===== src/rtl/period_meter.sv =====
// rtl/period_meter.sv - measures period and high time of a slow asynchronous square wave in clk cycles
module period_meter #(
    parameter int CNT_W       = 32,
    parameter int TIMEOUT     = 100_000_000,
    parameter int SYNC_STAGES = 2
) (
    input  logic             clk,
    input  logic             rst,
    input  logic             sig_in,
    input  logic             enable,
    output logic [CNT_W-1:0] period,
    output logic [CNT_W-1:0] high_time,
    output logic             valid,
    output logic             timeout,
    output logic             busy
);

    typedef enum logic [1:0] {
        WAIT_LOW,
        WAIT_RISE,
        HIGH,
        LOW
    } state_t;

    localparam logic [CNT_W-1:0] TIMEOUT_V = CNT_W'(TIMEOUT);
    localparam logic [CNT_W-1:0] ONE_V     = CNT_W'(1);

    logic [SYNC_STAGES-1:0] sync_q, sync_d;
    logic [SYNC_STAGES-1:0] fill_q, fill_d;
    logic                   s_dly_q, s_dly_d;
    state_t                 state_q, state_d;
    logic [CNT_W-1:0]       cnt_q, cnt_d;
    logic [CNT_W-1:0]       hi_tmp_q, hi_tmp_d;
    logic [CNT_W-1:0]       period_q, period_d;
    logic [CNT_W-1:0]       high_time_q, high_time_d;
    logic                   valid_q, valid_d;
    logic                   timeout_q, timeout_d;
    logic                   busy_q, busy_d;

    logic             s;
    logic             s_ok;
    logic             rise;
    logic             fall;
    logic [CNT_W-1:0] cnt_inc;
    logic             at_limit;

    // fill_q marks when s reflects sig_in again after reset, so an input
    // that is already high at release cannot pass WAIT_LOW early.
    always_comb begin
        sync_d   = {sync_q[SYNC_STAGES-2:0], sig_in};
        fill_d   = {fill_q[SYNC_STAGES-2:0], 1'b1};
        s        = sync_q[SYNC_STAGES-1];
        s_ok     = fill_q[SYNC_STAGES-1];
        s_dly_d  = s;
        rise     = s & ~s_dly_q;
        fall     = ~s & s_dly_q;
        cnt_inc  = cnt_q + ONE_V;
        at_limit = (cnt_inc == TIMEOUT_V);
    end

    always_comb begin
        state_d     = state_q;
        cnt_d       = cnt_q;
        hi_tmp_d    = hi_tmp_q;
        period_d    = period_q;
        high_time_d = high_time_q;
        valid_d     = 1'b0;
        timeout_d   = timeout_q;

        if (!enable) begin
            state_d   = WAIT_LOW;
            cnt_d     = '0;
            timeout_d = 1'b0;
        end else begin
            case (state_q)
                WAIT_LOW: begin
                    cnt_d = '0;
                    if (s_ok && !s) begin
                        state_d = WAIT_RISE;
                    end
                end
                WAIT_RISE: begin
                    cnt_d = '0;
                    if (rise) begin
                        state_d   = HIGH;
                        timeout_d = 1'b0;
                    end
                end
                HIGH: begin
                    // an edge on the limit cycle takes priority over the timeout
                    if (fall) begin
                        hi_tmp_d = cnt_inc;
                        cnt_d    = cnt_inc;
                        state_d  = LOW;
                    end else if (at_limit) begin
                        timeout_d = 1'b1;
                        cnt_d     = '0;
                        state_d   = WAIT_LOW;
                    end else begin
                        cnt_d = cnt_inc;
                    end
                end
                LOW: begin
                    if (rise) begin
                        period_d    = cnt_inc;
                        high_time_d = hi_tmp_q;
                        valid_d     = 1'b1;
                        timeout_d   = 1'b0;
                        cnt_d       = '0;
                        state_d     = HIGH;
                    end else if (at_limit) begin
                        timeout_d = 1'b1;
                        cnt_d     = '0;
                        state_d   = WAIT_LOW;
                    end else begin
                        cnt_d = cnt_inc;
                    end
                end
                default: begin
                    state_d = WAIT_LOW;
                    cnt_d   = '0;
                end
            endcase
        end

        busy_d = (state_d == HIGH) || (state_d == LOW);
    end

    always_ff @(posedge clk) begin
        if (!rst) begin
            sync_q      <= '0;
            fill_q      <= '0;
            s_dly_q     <= 1'b0;
            state_q     <= WAIT_LOW;
            cnt_q       <= '0;
            hi_tmp_q    <= '0;
            period_q    <= '0;
            high_time_q <= '0;
            valid_q     <= 1'b0;
            timeout_q   <= 1'b0;
            busy_q      <= 1'b0;
        end else begin
            sync_q      <= sync_d;
            fill_q      <= fill_d;
            s_dly_q     <= s_dly_d;
            state_q     <= state_d;
            cnt_q       <= cnt_d;
            hi_tmp_q    <= hi_tmp_d;
            period_q    <= period_d;
            high_time_q <= high_time_d;
            valid_q     <= valid_d;
            timeout_q   <= timeout_d;
            busy_q      <= busy_d;
        end
    end

    assign period    = period_q;
    assign high_time = high_time_q;
    assign valid     = valid_q;
    assign timeout   = timeout_q;
    assign busy      = busy_q;

endmodule


===== config.mk =====
export PLATFORM = sky130hd
export DESIGN_NAME = period_meter
export DESIGN_NICKNAME = d
export VERILOG_FILES = /design/src/rtl/period_meter.sv
export SDC_FILE = /design/constraint.sdc
export NUM_CORES = 1
export LEC_CHECK = 0
export ABC_AREA = 0
export ABC_CLOCK_PERIOD_IN_PS = 2700
export CELL_PAD_IN_SITES_DETAIL_PLACEMENT = 1
export CELL_PAD_IN_SITES_GLOBAL_PLACEMENT = 1
export CORE_MARGIN = 1
export CORE_UTILIZATION = 38
export CTS_CLUSTER_SIZE = 28
export DETAILED_ROUTE_END_ITERATION = 6
export GPL_TIMING_DRIVEN = 0
export PLACE_DENSITY_LB_ADDON = 0.1
export SLEW_MARGIN = 10
export SYNTH_ARGS = -nofsm -noshare
export SYNTH_HDL_FRONTEND = slang
export SYNTH_SLANG_ARGS = --single-unit

===== constraint.sdc =====
create_clock -name clk -period 2.7 [get_ports clk]
set_clock_uncertainty 0.05 [all_clocks]
set_input_delay 0.54 -clock clk [delete_from_list [all_inputs] [get_ports clk]]
set_output_delay 0.54 -clock clk [all_outputs]
set_load 0.05 [all_outputs]

==> metrics.cfg <==
[outcome]
outcome=finished, violations left
violations=setup timing

[placement]
gp_congestion=0.866
dpl.cell_count=855
pre_cts_slack_ps=-643
io_buffers=70
hpwlAfterDp_um=12000

[route]
vias_per_cell=5.34
highest_layer=met4
drc=0
drt_iter0_drc=208
dr_wl_met3_um=608
met2_length_um=8580
vias=4894
wl_met1_um=7580
dr.pass1.iters=5
post_drt_wl_per_cell_um=18.8
detail-route-antenna-nets=0
wl_um=17200

[job]
maxCapViolCount=0

[power_and_ir_drop]
powerDensity_mw_per_mm2=602
power_mw=4.65
leakagePower_nw=3.42
irDropWorstVdd_v=0.000453

[yosys]
synth_cells=601
synth_edf_count=0
synth_nets=606
synth-main-ff-cell=dfxtp_1
synth_seq_area_share_pct=49.3
syn_avg_cell_area_um2=9.33
yosys_warnings=0
syn_area_mm2=0.00561
synth.distinct_cells=53
ys_seq_elements=138
synth-async-reset-ratio_pct=0

[floorplanning]
std_cell_rows=44
die_h_um=123
initial_core_util_pct=38.7
fp.dieW_um=123
die_area_mm2=0.0152
io_pins=71
core_mm2=0.0145

[timing]
layout_setup_ws_ps=-213
rsz0062_at_grt=true
slew_viol_final=0
finalSetupTns_ps=-2800
clock.fmax_mhz=343
setup_viol=17
min_period_ps=2910
tightest_slew_ps=864
finalHoldViolations=0
maxSlewHeadroom_pct=42.0
min_period_over_period_pct=108

[global_route]
grt_pass1_vias=5127
overflow=0
antenna_found_initial=0
grt_max_degree=17
grt_usage_pct=23.8
grt_pass1_wl_um=26900

[worst_setup_path]
end_kind=flip-flop
cpPeakStageDelay_ps=550
path_cells=buf_6 > nand3_4 > nor4_4 > buf_4 > and4_4 > mux2_4 > or4b_4 > nor4b_4 > buf_4 > buf_6 > nor3_1
critPathMaxFanout=5
critPathKind=flip-flop to flip-flop
cp.required_ps=2930
slowest_stage=or4b_4
arrival_ps=3150
cp-start-kind=flip-flop

[cells_and_area]
final_nets=725
final_util_pct=53.4
layout_common_cells=143 x nand2_1, 121 x dfxtp_1, 70 x clkdlybuf4s50_1
layout.cells.non_filler=917
layout_commonest_cell=nand2_1
area_delta_synth_final_pct=37.9
diodes=0
final_layout_size_suffix_gt1_share_pct=18.6

[cts]
cts_root_buffer=clkbuf_16
insertion_delay_ps=430
htree_levels=4
clock_path_buffers=2
clkTransAtPathRegs_ps=60
tritoncts=built
cts_sinks=138
cts-buffers-inserted=17

[min_path]
worst_hold_path_type=flip-flop to flip-flop

-- stage by stage --
step	hold WS (ps)	area, µm²
floorplan	362	5670
global placement	365	6600
detailed placement	370	6600
CTS	386	7560
global route	398	7730
finish	386	7730
-- layer usage --
metal	track usage, %	vias up
met2	40.9	104
met5	0	-
met4	9.71	0
met1	28.5	2402
met3	5.49	35
li1	-	2353
-- worst paths after layout --
check | startpoint | end | slack, ps | depth (start not counted)
max | cnt_q[7] | cnt_q[14] | -210 | 11
min | fill_q[0] | fill_q[1] | 390 | 1
max reg2reg | cnt_q[7] | cnt_q[14] | -210 | 11
min reg2reg | fill_q[0] | fill_q[1] | 390 | 1
-- critical path, delay by kind of cell (launching register included) --
family,cells,cell delay [ps]
simple gates,6,1490
buf+inv,4,620
mux,1,300
flops,1,320
-- Yosys cell counts, drive strengths merged (2+ instances only) --
library cell    n  area [µm²]
or3             3        23.8
nor2b           2        12.5
o22ai           2        12.5
nor3           19         110
nand4          11        68.8
o211a          62         621
nand3          15        85.1
nand2b          2        12.5
clkbuf         29         109
o21ai           2        10.0
o31a            2        20.0
inv             2        7.51
or4b            2        23.8
nor3b           3        22.5
mux2            2        22.5
and3           10        63.8
nor4            7        73.8
and4            7        62.6
nand2         144         541
a21boi         36         270
o41a            2        22.5
a211oi          4        30.0
buf            14        65.1
and2            7        43.8
nor2           33         124
xor2           14         123
nor4b           2        32.5
xnor2          11        96.3
dfxtp         138        2760
-- sequential cells by signal, indices dropped and copies added (netlist names) --
register,flops
fill_q,2
busy,1
period,32
high_time,32
hi_tmp_q,32
sync_q,2
valid,1
state_q,2
cnt_q,32
s_dly_q,1
timeout,1
-- final cells by class --
| type | instances | area [µm²] |
|---|---|---|
| fill | 1601 | 6750 |
| multi-input combinational | 418 | 2900 |
| sequential | 138 | 2800 |
| timing repair buffer | 102 | 956 |
| clock buffer | 20 | 467 |
| tap | 184 | 230 |
| buffer | 41 | 189 |
| clock inverter | 12 | 188 |
| inverter | 2 | 7.51 |
-- power breakdown --
group / internal (mW) / switching, mW / total, mW
Combinational: 0.0178 / 0.0326 / 0.0504
Clock: 1.63 / 0.934 / 2.57
Sequential: 2.03 / 0.00231 / 2.04
-- timing repair --
action | in CTS | in global routing
hold buffers | 0 | 0
cloned | 1 | 0
setup endpoints to repair | 18 | 79
setup buffers | 21 | 12
pin swaps | 11 | 13
resized for setup | 36 | 30
-- cells by family after synthesis --
logic type | synth area share (%)
AO/OA/AOI/OAI | 18.8
buffers and inverters | 3.24
adder cells (fa/ha/maj) | 0.223
flip-flops | 49.3
multiplexers | 0.580
XOR/XNOR | 3.90
AND/OR/NAND/NOR | 24.0
Note: power is estimated with default switching activity, not from simulation.
